**src/rtl/otter_uart_tx_pkg.sv**
```systemverilog
// ---------------------------------------------------------------------------
// otter_io_pkg
// Shared definitions for the OTTER IOBUS UART transmitter: the transmit FSM
// state type, register offsets relative to the block base address, and the
// bit positions of the fields in the STATUS register.
// ---------------------------------------------------------------------------
package otter_io_pkg;

  typedef enum logic [1:0] {
    IDLE  = 2'd0,
    START = 2'd1,
    DATA  = 2'd2,
    STOP  = 2'd3
  } tx_state_t;

  localparam logic [31:0] UART_DATA_OFS = 32'd0;
  localparam logic [31:0] UART_STAT_OFS = 32'd4;

  localparam int STAT_FULL_BIT  = 0;
  localparam int STAT_EMPTY_BIT = 1;
  localparam int STAT_BUSY_BIT  = 2;
  localparam int STAT_OVR_BIT   = 3;
  localparam int STAT_CNT_LSB   = 8;

endpackage

```
**src/rtl/otter_uart_tx_if.sv**
```systemverilog
// ---------------------------------------------------------------------------
// otter_iobus_if
// CPU-side IOBUS connection for a memory-mapped responder.
//   IOBUS_ADDR : byte address from the CPU
//   IOBUS_OUT  : CPU store data
//   IOBUS_WR   : store strobe, sampled on the rising clock edge
//   IOBUS_IN   : read data returned by the responder (combinational)
// The master modport is the CPU side, the slave modport the peripheral side.
// ---------------------------------------------------------------------------
interface otter_iobus_if;

  logic [31:0] IOBUS_ADDR;
  logic [31:0] IOBUS_OUT;
  logic        IOBUS_WR;
  logic [31:0] IOBUS_IN;

  modport master (
    output IOBUS_ADDR,
    output IOBUS_OUT,
    output IOBUS_WR,
    input  IOBUS_IN
  );

  modport slave (
    input  IOBUS_ADDR,
    input  IOBUS_OUT,
    input  IOBUS_WR,
    output IOBUS_IN
  );

endinterface

```
**src/rtl/otter_uart_tx_fifo.sv**
```systemverilog
// ---------------------------------------------------------------------------
// otter_sync_fifo
// Single-clock first-word-fall-through FIFO. dout always shows the oldest
// entry; pop simply advances past it.
//   CLK, RESET_N : clock and asynchronous active-low reset
//   push, din    : write request and data (ignored when full)
//   pop          : read request (ignored when empty)
//   dout         : head entry
//   full, empty  : occupancy flags
//   count        : number of stored entries, 0..DEPTH
// DEPTH must be a power of two so the pointers wrap by overflowing.
// ---------------------------------------------------------------------------
module otter_sync_fifo #(
  parameter int WIDTH = 8,
  parameter int DEPTH = 16
) (
  input  logic                     CLK,
  input  logic                     RESET_N,
  input  logic                     push,
  input  logic                     pop,
  input  logic [WIDTH-1:0]         din,
  output logic [WIDTH-1:0]         dout,
  output logic                     full,
  output logic                     empty,
  output logic [$clog2(DEPTH):0]   count
);

  localparam int AW = $clog2(DEPTH);

  logic [WIDTH-1:0] mem [DEPTH];
  logic [AW-1:0]    wr_ptr;
  logic [AW-1:0]    rd_ptr;
  logic             do_push;
  logic             do_pop;

  assign full    = (count == (AW+1)'(DEPTH));
  assign empty   = (count == '0);
  assign do_push = push && !full;
  assign do_pop  = pop && !empty;
  assign dout    = mem[rd_ptr];

  // Storage has no reset; only the pointers and count define validity.
  always_ff @(posedge CLK) begin
    if (do_push) begin
      mem[wr_ptr] <= din;
    end
  end

  // Simultaneous push and pop moves both pointers and leaves count alone.
  always_ff @(posedge CLK or negedge RESET_N) begin
    if (!RESET_N) begin
      wr_ptr <= '0;
      rd_ptr <= '0;
      count  <= '0;
    end else begin
      if (do_push) begin
        wr_ptr <= wr_ptr + 1'b1;
      end
      if (do_pop) begin
        rd_ptr <= rd_ptr + 1'b1;
      end
      case ({do_push, do_pop})
        2'b10:   count <= count + 1'b1;
        2'b01:   count <= count - 1'b1;
        default: count <= count;
      endcase
    end
  end

endmodule

```
**src/rtl/otter_uart_tx.sv**
```systemverilog
// ---------------------------------------------------------------------------
// otter_uart_tx
// Memory-mapped 8N1 UART transmitter on the OTTER IOBUS.
//   CLK, RESET_N : clock and asynchronous active-low reset
//   iobus        : IOBUS slave (DATA at BASE_ADDR+0, STATUS at BASE_ADDR+4)
//   TX           : serial output, idle high, registered
//   IRQ          : one-cycle pulse when the last queued frame finishes
// STATUS: [0] full, [1] empty, [2] busy, [3] overrun (sticky, cleared by
// any write to STATUS), [15:8] FIFO count.
// ---------------------------------------------------------------------------
module otter_uart_tx
  import otter_io_pkg::*;
#(
  parameter int          CLK_RATE   = 50,
  parameter int          BAUD       = 115200,
  parameter int          FIFO_DEPTH = 16,
  parameter logic [31:0] BASE_ADDR  = 32'h1100_0040
) (
  input  logic          CLK,
  input  logic          RESET_N,
  otter_iobus_if.slave  iobus,
  output logic          TX,
  output logic          IRQ
);

  localparam int DIV    = (CLK_RATE * 1_000_000) / BAUD;
  localparam int CNT_W  = (DIV > 1) ? $clog2(DIV) : 1;
  localparam int CNT_AW = $clog2(FIFO_DEPTH) + 1;
  localparam logic [CNT_W-1:0] CNT_MAX = CNT_W'(DIV - 1);

  logic              data_sel;
  logic              stat_sel;
  logic              data_wr;
  logic              stat_wr;
  logic              overrun;
  logic [31:0]       status_word;
  logic              unused_bits;

  logic              fifo_push;
  logic              fifo_pop;
  logic [7:0]        fifo_dout;
  logic              fifo_full;
  logic              fifo_empty;
  logic [CNT_AW-1:0] fifo_count;

  tx_state_t         state;
  tx_state_t         state_next;
  logic [CNT_W-1:0]  cnt;
  logic [CNT_W-1:0]  cnt_next;
  logic [2:0]        bitidx;
  logic [2:0]        bitidx_next;
  logic [7:0]        shift;
  logic [7:0]        shift_next;
  logic              load;
  logic              bit_end;
  logic              tx_next;
  logic              irq_next;

  // Only the low byte of a DATA store is transmitted.
  assign unused_bits = ^iobus.IOBUS_OUT[31:8];

  assign data_sel  = (iobus.IOBUS_ADDR == BASE_ADDR + UART_DATA_OFS);
  assign stat_sel  = (iobus.IOBUS_ADDR == BASE_ADDR + UART_STAT_OFS);
  assign data_wr   = iobus.IOBUS_WR && data_sel;
  assign stat_wr   = iobus.IOBUS_WR && stat_sel;
  assign fifo_push = data_wr && !fifo_full;

  otter_sync_fifo #(
    .WIDTH (8),
    .DEPTH (FIFO_DEPTH)
  ) u_fifo (
    .CLK     (CLK),
    .RESET_N (RESET_N),
    .push    (fifo_push),
    .pop     (fifo_pop),
    .din     (iobus.IOBUS_OUT[7:0]),
    .dout    (fifo_dout),
    .full    (fifo_full),
    .empty   (fifo_empty),
    .count   (fifo_count)
  );

  // A store to a full FIFO is dropped and remembered until software
  // acknowledges it by writing STATUS.
  always_ff @(posedge CLK or negedge RESET_N) begin
    if (!RESET_N) begin
      overrun <= 1'b0;
    end else if (stat_wr) begin
      overrun <= 1'b0;
    end else if (data_wr && fifo_full) begin
      overrun <= 1'b1;
    end
  end

  // STATUS assembly; DATA and unmapped addresses read as zero.
  always_comb begin
    status_word                         = '0;
    status_word[STAT_FULL_BIT]          = fifo_full;
    status_word[STAT_EMPTY_BIT]         = fifo_empty;
    status_word[STAT_BUSY_BIT]          = (state != IDLE);
    status_word[STAT_OVR_BIT]           = overrun;
    status_word[STAT_CNT_LSB +: 8]      = 8'(fifo_count);
  end

  assign iobus.IOBUS_IN = stat_sel ? status_word : 32'h0;

  assign bit_end = (cnt == CNT_MAX);

  // Next-state logic. STOP pops the next byte directly so consecutive
  // frames are seamless; the done interrupt fires only when the queue is dry.
  always_comb begin
    state_next  = state;
    cnt_next    = cnt;
    bitidx_next = bitidx;
    fifo_pop    = 1'b0;
    load        = 1'b0;
    irq_next    = 1'b0;
    case (state)
      IDLE: begin
        if (!fifo_empty) begin
          fifo_pop   = 1'b1;
          load       = 1'b1;
          cnt_next   = '0;
          state_next = START;
        end
      end
      START: begin
        if (bit_end) begin
          cnt_next    = '0;
          bitidx_next = 3'd0;
          state_next  = DATA;
        end else begin
          cnt_next = cnt + 1'b1;
        end
      end
      DATA: begin
        if (bit_end) begin
          cnt_next = '0;
          if (bitidx == 3'd7) begin
            bitidx_next = 3'd0;
            state_next  = STOP;
          end else begin
            bitidx_next = bitidx + 3'd1;
          end
        end else begin
          cnt_next = cnt + 1'b1;
        end
      end
      STOP: begin
        if (bit_end) begin
          cnt_next = '0;
          if (!fifo_empty) begin
            fifo_pop   = 1'b1;
            load       = 1'b1;
            state_next = START;
          end else begin
            irq_next   = 1'b1;
            state_next = IDLE;
          end
        end else begin
          cnt_next = cnt + 1'b1;
        end
      end
      default: begin
        state_next = IDLE;
        cnt_next   = '0;
      end
    endcase
  end

  // TX is derived from the upcoming state so the registered line changes
  // exactly on bit boundaries.
  always_comb begin
    shift_next = load ? fifo_dout : shift;
    tx_next    = 1'b1;
    case (state_next)
      START:   tx_next = 1'b0;
      DATA:    tx_next = shift_next[bitidx_next];
      default: tx_next = 1'b1;
    endcase
  end

  // State register; reset forces the line idle without a clock edge.
  always_ff @(posedge CLK or negedge RESET_N) begin
    if (!RESET_N) begin
      state  <= IDLE;
      cnt    <= '0;
      bitidx <= 3'd0;
      shift  <= 8'h00;
      TX     <= 1'b1;
      IRQ    <= 1'b0;
    end else begin
      state  <= state_next;
      cnt    <= cnt_next;
      bitidx <= bitidx_next;
      shift  <= shift_next;
      TX     <= tx_next;
      IRQ    <= irq_next;
    end
  end

endmodule

```
**src/flat_wrapper.sv**
```systemverilog
// flat-port wrapper written by rule: the top's interface ports become plain ports
module otter_uart_tx_flat import otter_io_pkg::*;
#(
  parameter int          CLK_RATE   = 50,
  parameter int          BAUD       = 115200,
  parameter int          FIFO_DEPTH = 16,
  parameter logic [31:0] BASE_ADDR  = 32'h1100_0040
)
  (CLK, RESET_N, TX, IRQ, iobus_IOBUS_ADDR, iobus_IOBUS_OUT, iobus_IOBUS_WR, iobus_IOBUS_IN);
  otter_iobus_if iobus_i ();
  input  logic CLK;
  input  logic RESET_N;
  output logic TX;
  output logic IRQ;
  input wire logic [$bits(iobus_i.IOBUS_ADDR)-1:0] iobus_IOBUS_ADDR;
  input wire logic [$bits(iobus_i.IOBUS_OUT)-1:0] iobus_IOBUS_OUT;
  input wire logic [$bits(iobus_i.IOBUS_WR)-1:0] iobus_IOBUS_WR;
  output wire logic [$bits(iobus_i.IOBUS_IN)-1:0] iobus_IOBUS_IN;
  assign iobus_i.IOBUS_ADDR = iobus_IOBUS_ADDR;
  assign iobus_i.IOBUS_OUT = iobus_IOBUS_OUT;
  assign iobus_i.IOBUS_WR = iobus_IOBUS_WR;
  assign iobus_IOBUS_IN = iobus_i.IOBUS_IN;
  otter_uart_tx #(.CLK_RATE(CLK_RATE), .BAUD(BAUD), .FIFO_DEPTH(FIFO_DEPTH), .BASE_ADDR(BASE_ADDR)) u_core (.CLK(CLK), .RESET_N(RESET_N), .iobus(iobus_i), .TX(TX), .IRQ(IRQ));
endmodule
```
**config.mk**
```make
export PLATFORM = sky130hd
export DESIGN_NAME = otter_uart_tx_flat
export DESIGN_NICKNAME = d
export VERILOG_FILES = /design/src/rtl/otter_uart_tx_pkg.sv /design/src/rtl/otter_uart_tx_if.sv /design/src/rtl/otter_uart_tx_fifo.sv /design/src/rtl/otter_uart_tx.sv /design/src/flat_wrapper.sv
export SDC_FILE = /design/constraint.sdc
export NUM_CORES = 1
export LEC_CHECK = 0
export ABC_AREA = 1
export BUFFER_PORTS_ARGS = -buffer_cell sky130_fd_sc_hd__buf_2
export CORE_MARGIN = 5
export CORE_UTILIZATION = 58
export DETAILED_ROUTE_END_ITERATION = 7
export PLACE_DENSITY = 0.89
export SYNTH_ARGS = -nofsm -noshare
export SYNTH_HDL_FRONTEND = slang
export SYNTH_SLANG_ARGS = --single-unit
```
**constraint.sdc**
```tcl
create_clock -name CLK -period 7.47 [get_ports CLK]
set_clock_uncertainty 0.2 [all_clocks]
set_input_delay 1.1205 -clock CLK [delete_from_list [all_inputs] [get_ports CLK]]
set_output_delay 1.1205 -clock CLK [all_outputs]
set_load 0.005 [all_outputs]
```
-- After elaboration in Yosys (flattened, before gate mapping)
Memories as Yosys holds them, arrays and structs flattened.
Index checks and enable logic that the tools add are counted.
- output and inout bits: 34
- RAM bits: 128
- memories: 1
- word-level logic and storage cells: 75
- input port bits: 67
- flip-flop bits (word level): 38
- memories (name ; words ; bits a word ; read ports ; clocked after memory_dff ; wr ports ; RTL line ; text):
    u_core.u_fifo.mem ; 16 ; 8 ; 1 ; 0 ; 1 ; otter_uart_tx_fifo.sv:30 ; logic [WIDTH-1:0] mem [DEPTH];
- equal/unequal tests: 13
- reductions and logical operators: 14
- $lt $le $gt $ge: 1
- add/sub/neg operators: 6
- multiplexer cells: 30
- operator list (operator ; count):
    equality test 32 x 29 -> 1 bit, second input constant ; 2
    two-way mux 9 bit ; 2
    case mux 9 bit (2 select lines) ; 1
    two-way mux 13 bit ; 1
    two-way mux 1 bit ; 11
    two-way mux 2 bit ; 5
    case mux 5 bit (2 select lines) ; 1
    adder 9 x 1 -> 9 bit, second input constant ; 1
    equality test 9 bit, second input constant ; 1
    two-way mux 3 bit ; 3
    adder 4 x 1 -> 4 bit, second input constant ; 2
    equality test 2 bit, second input constant ; 4
    two-way mux 8 bit ; 1
    case mux 2 bit (4 select lines) ; 1
    equality test 2 x 1 -> 1 bit, second input constant ; 3
    logical AND 1 bit ; 6
    case mux 3 bit (2 select lines) ; 1
    nonzero test 2 bit ; 3
    adder 5 x 1 -> 5 bit, second input constant ; 1
    equality test 5 bit, second input constant ; 1
    zero test 5 bit ; 1
    subtractor 5 x 1 -> 5 bit, second input constant ; 1
    less-than comparator 3 x 4 -> 1 bit, second input constant ; 1
    case mux 1 bit (2 select lines) ; 2
    other kinds (7) ; 8

-- Logic depth before layout (Yosys ltp)
- word-level depth: 8
- gate-level depth with buffers: 19
- mapped depth without buffers: 19

-- By module
A second synthesis with hierarchy kept.
- cell total of the unflattened synthesis: 873
- area total of the unflattened synthesis: 8131.5 sq um
- by module, submodules not included (module ; instances ; cells each ; sequential area each (sq um) ; area an instance (sq um)):
    otter_sync_fifo ; 1 ; 621 ; 4169.0 ; 6231.0
    otter_uart_tx ; 1 ; 252 ; 626.9 ; 1900.6

-- Least setup slack after synthesis
OpenSTA, ideal clock, no wires.
- kind: input to register
- start: input port iobus_IOBUS_ADDR[9]
- end: register u_core.u_fifo.count[4]
- library setup time: 0.131 ns
- path buffers: 0
- arrival time: 3.327 ns
- path slack: 3.812 ns
- cell stages on the path: 18
- data required time: 7.139 ns
- cells stage by stage: nor4_1 nand2_1 nor3_1 nand2_1 nor2_2 inv_1 ha_1 xor2_1 ha_1 inv_1 nand2_1 nand2_1 nand2_1 a21oi_1 inv_1 a21oi_1 o21ai_0 xor2_1
- longest elaborated chain between the ends: 6
- elaborated cells between the ends (all ways): 8
- classes of those cells: eq/ne: 3; mux: 1; reduce/logical: 4
- ends and longest elaborated chain (item ; RTL line ; text):
    start: declaration ; flat_wrapper.sv:15 ; input wire logic [$bits(iobus_i.IOBUS_ADDR)-1:0] iobus_IOBUS_ADDR;
    equality test 32 x 29 -> 1 bit (*) ; otter_uart_tx.sv:62 ; assign data_sel = (iobus.IOBUS_ADDR == BASE_ADDR + UART_DATA_OFS);
    logical AND 1 bit (*) ; otter_uart_tx.sv:64 ; assign data_wr = iobus.IOBUS_WR && data_sel;
    logical AND 1 bit (*) ; otter_uart_tx.sv:66 ; assign fifo_push = data_wr && !fifo_full;
    logical AND 1 bit (*) ; otter_uart_tx_fifo.sv:38 ; assign do_push = push && !full;
    equality test 2 x 1 -> 1 bit / equality test 2 bit (equally long branches) ; otter_uart_tx_fifo.sv:62 ; case ({do_push, do_pop})
    case mux 5 bit (2 select lines) / nonzero test 2 bit (equally long branches) ; - ;
    end signal: assignment ; otter_uart_tx_fifo.sv:63 ; 2'b10: count <= count + 1'b1;
    end signal: assignment ; otter_uart_tx_fifo.sv:64 ; 2'b01: count <= count - 1'b1;
    end signal: assignment ; otter_uart_tx_fifo.sv:65 ; default: count <= count;
    end: declaration ; otter_uart_tx_fifo.sv:25 ; output logic [$clog2(DEPTH):0] count
Every way passes the cells marked *; elsewhere a longest branch is shown, timed or not.
A chain may end at the register's enable or synchronous reset.

-- Worst setup path in the final report
Ends and elaborated chain as after synthesis.

==> results.json <==
{
  "dieArea_um2": 16000,
  "root_buffer": "clkbuf_16",
  "drv_cap": 0,
  "muxShareOfSynthArea_pct": 0,
  "grt_pass1_vias": 5447,
  "cts.path.max_buffers": 2,
  "core-area_um2": 13300,
  "num_rows": 42,
  "synth-seq-area-share_pct": 61.0,
  "clkSinkCount": 166,
  "synthAdderAreaFrac_pct": 2.86,
  "yosys-top-cells-area": "edfxtp_1 49%, dfrtp_1 12%, nand2_1 9.5%",
  "ctsHoldBuffers": 0,
  "p_per_area_nw_per_um2": 228,
  "die-width_um": 126,
  "layout.nets": 924,
  "cts_resized": 0,
  "drt_iter0_drc": 491,
  "cts_tree": "built",
  "wirelength_um": 16300,
  "tns_ns": 0,
  "port_buffers": 53,
  "cp_max_fo": 9,
  "crit_start": "iobus_IOBUS_ADDR[9]",
  "grt_max_degree": 70,
  "endpoint": "u_core.u_fifo.count[4]$_DFFE_PN0P_",
  "drive_gt1_share_pct": 13.4,
  "ff2ff_path_depth": 17,
  "syn_area_um2": 7870,
  "avgSynthCellArea_um2": 9.93,
  "max_stage_delay_ns": 0.40,
  "path_common_cell": "nand2_1",
  "synth_top_cell_area_share_pct": 48.9,
  "start_util_pct": 59.2,
  "hpwl_um": 9900,
  "start_kind": "primary input",
  "worstMarginPinSlew_ns": 1.07,
  "synth_top_family_by_area": "simple AND/OR/NAND/NOR gates",
  "fmax_ghz": 0.267,
  "hp-class": "reg -> reg",
  "slew_violations": 0,
  "worstPathArrival_ns": 3.85,
  "vias": 5549,
  "syn_to_final_growth_pct": 12.2,
  "gp_congestion": 0.853,
  "drc": 0,
  "synth_cells": 792,
  "wire_per_inst_um": 15.9,
  "h-tree-depth": 4,
  "n_fill_cell": 897,
  "slew_headroom_pct": 29.0,
  "synthSimpleGateAreaFrac_pct": 22.8,
  "synth-seq-cells": 166,
  "track_usage_pct": 20.8,
  "yosys_warnings": 0,
  "cp_slowest_cell": "nor2_2",
  "clkTransAtPathRegs_ns": 0.06,
  "antenna_cells": 0,
  "synth_cell_types": 41,
  "period_share_pct": 50.2,
  "cp-end-kind": "register",
  "grt_overflow_total": 0,
  "path_cells": "buf_2, nor4_1, nand2_1, nor3_1, nand2_1, nor2_2, inv_1, ha_1, xor2_1, ha_1, inv_1, nand2_1, nand2_1, nand2_1, a21oi_1, inv_1, a21oi_1, o21ai_0, xor2_1",
  "leakagePower_nw": 3.68,
  "ir_worst_vdd_mv": 0.218,
  "cp.required_ns": 7.57,
  "antenna_found_initial": 0,
  "clk_latency_ns": 0.43,
  "layoutNonFillerInstCount": 1027,
  "pin_count": 101,
  "dp.cells": 996,
  "rsz0062_at_grt": "no",
  "post_cts_buffers": 0,
  "via_per_inst": 5.40,
  "yosys.area_share.xor_xnor_pct": 1.78,
  "grt_pass1_wl_um": 26000,
  "timing.rr.end": "u_core.u_fifo.count[4]$_DFFE_PN0P_",
  "postRouteAntennaNets": 0,
  "dr.pass1.iters": 5,
  "finalCriticalPeriod_ns": 3.75,
  "setup_viol": 0,
  "crit_type": "in -> reg",
  "synth_area_leader_cell": "edfxtp_1",
  "die_height_um": 126,
  "status": "finished clean",
  "synth-compound-area-share_pct": 4.07,
  "cts_inserted_buffers": 17,
  "rrSetupSlack_ns": 4.08,
  "hold_violations": 0,
  "r2r-start": "u_core.state[1]$_DFF_PN0_"
}
-- state kept, by name (all words and copies together) (netlist names) --
register and flops:
u_core.IRQ 1, u_core.TX 1, u_core.bitidx 3, u_core.cnt 9
u_core.overrun 1, u_core.shift 8, u_core.state 2, u_core.u_fifo.count 5
u_core.u_fifo.mem 128, u_core.u_fifo.rd_ptr 4, u_core.u_fifo.wr_ptr 4
-- stage by stage --
step	hold WS [ns]	setup slack, ns	power [mW]	util [%]	area [um2]
after floorplan	0.290	3.81	1.03	-	7950
after global placement	0.302	3.36	1.04	61.3	8150
after detailed placement	0.326	3.30	1.04	61.3	8150
after CTS	0.342	3.75	2.02	66.4	8820
after global routing	0.369	3.50	2.06	66.4	8820
final	0.340	3.72	2.01	66.4	8820
-- per-layer routing --
metal | routed length [um] | track usage [%]
met1 | 6340 | 25.2
met2 | 8040 | 35.0
met3 | 1470 | 5.42
met4 | 483 | 9.27
met5 | 0 | 0
-- critical path: cells and delay by family --
kind | cells | cell delay, ns
compound gates | 3 | 0.35
xor+xnor | 2 | 0.32
fa+ha+maj | 2 | 0.47
buf+inv | 4 | 0.34
simple gates | 8 | 1.26
-- cell families (layout without fill, tap and decap cells) --
family                     Yosys count  after routing
AOI/OAI and AO/OA                   54             54
other                                1             23
buffers and inverters              127            164
adders and majority gates           18             18
and+or+nand+nor                    410            410
xor gates and xnor gates            16             16
DFF                                166            166
-- Yosys cell counts --
library cell / number
nor2_4: 1
nor2_2: 2
o22ai_1: 4
xnor2_1: 3
ha_1: 18
clkinv_1: 2
nand3b_1: 5
nand3_2: 7
nor4_1: 4
buf_4: 24
nor3_1: 4
a21oi_1: 6
and2_1: 7
buf_1: 3
o32ai_1: 1
o21ai_2: 2
nand2_2: 3
o21ai_0: 35
dfstp_2: 1
buf_6: 1
xor2_1: 13
and3_1: 1
nand2_1: 200
buf_2: 14
nor2_1: 86
dfrtp_1: 37
inv_2: 6
o21ai_4: 1
nand3_4: 1
nand4_1: 3
a21oi_4: 1
inv_1: 70
edfxtp_1: 128
nand3_1: 83
and2_2: 1
conb_1: 1
or2_2: 2
clkbuf_1: 7
o211ai_1: 2
o31ai_1: 1
a32oi_1: 1
-- worst min-delay path by stage --
stage	start	end	slack, ns	cells past startpoint
global placement	u_core.overrun$_DFFE_PN0P_	u_core.overrun$_DFFE_PN0P_	0.30	2
global route	u_core.u_fifo.count[0]$_DFFE_PN0P_	u_core.u_fifo.count[0]$_DFFE_PN0P_	0.37	1
CTS	u_core.overrun$_DFFE_PN0P_	u_core.overrun$_DFFE_PN0P_	0.34	2
detailed placement	u_core.overrun$_DFFE_PN0P_	u_core.overrun$_DFFE_PN0P_	0.33	2
floorplan	u_core.overrun$_DFFE_PN0P_	u_core.overrun$_DFFE_PN0P_	0.29	2
finish	u_core.overrun$_DFFE_PN0P_	u_core.overrun$_DFFE_PN0P_	0.34	2
-- area by class of cell --
| class | instances | area (um2) | share of cell area (%) |
|---|---|---|---|
| inverters | 78 | 293 | 3.32 |
| multi-input cells | 521 | 2560 | 29.0 |
| clock buffers | 17 | 425 | 4.82 |
| well taps | 176 | 220 | 2.50 |
| clock inverters | 14 | 246 | 2.79 |
| flip-flops and latches | 166 | 4800 | 54.4 |
| repair buffers | 55 | 280 | 3.18 |
-- where the power goes --
part / switching [mW] / internal, mW
logic: 0.0212 / 0.00876
clock network: 0.355 / 0.630
registers: 0.000000000628 / 0.995
-- layout by cell type (no fill, tap or decap), types with 2 or more instances in the layout --
master     instances
a21oi_1            6
and2_1             7
buf_2             53
buf_4              2
bufinv_16          6
clkbuf_16         17
clkinv_1           3
clkinv_4           2
conb_1            23
dfrtp_1           36
edfxtp_1         128
ha_1              18
inv_1             70
inv_2              6
inv_6              2
inv_8              2
nand2_1          200
nand2_2            3
nand3_1           83
nand3_2            7
nand3b_1           5
nand4_1            3
nor2_1            86
nor2_2             2
nor3_1             4
nor4_1             4
o211ai_1           2
o21ai_0           35
o21ai_2            2
o22ai_1            4
or2_2              2
xnor2_1            3
xor2_1            13
(Power assumes the default switching activity.)
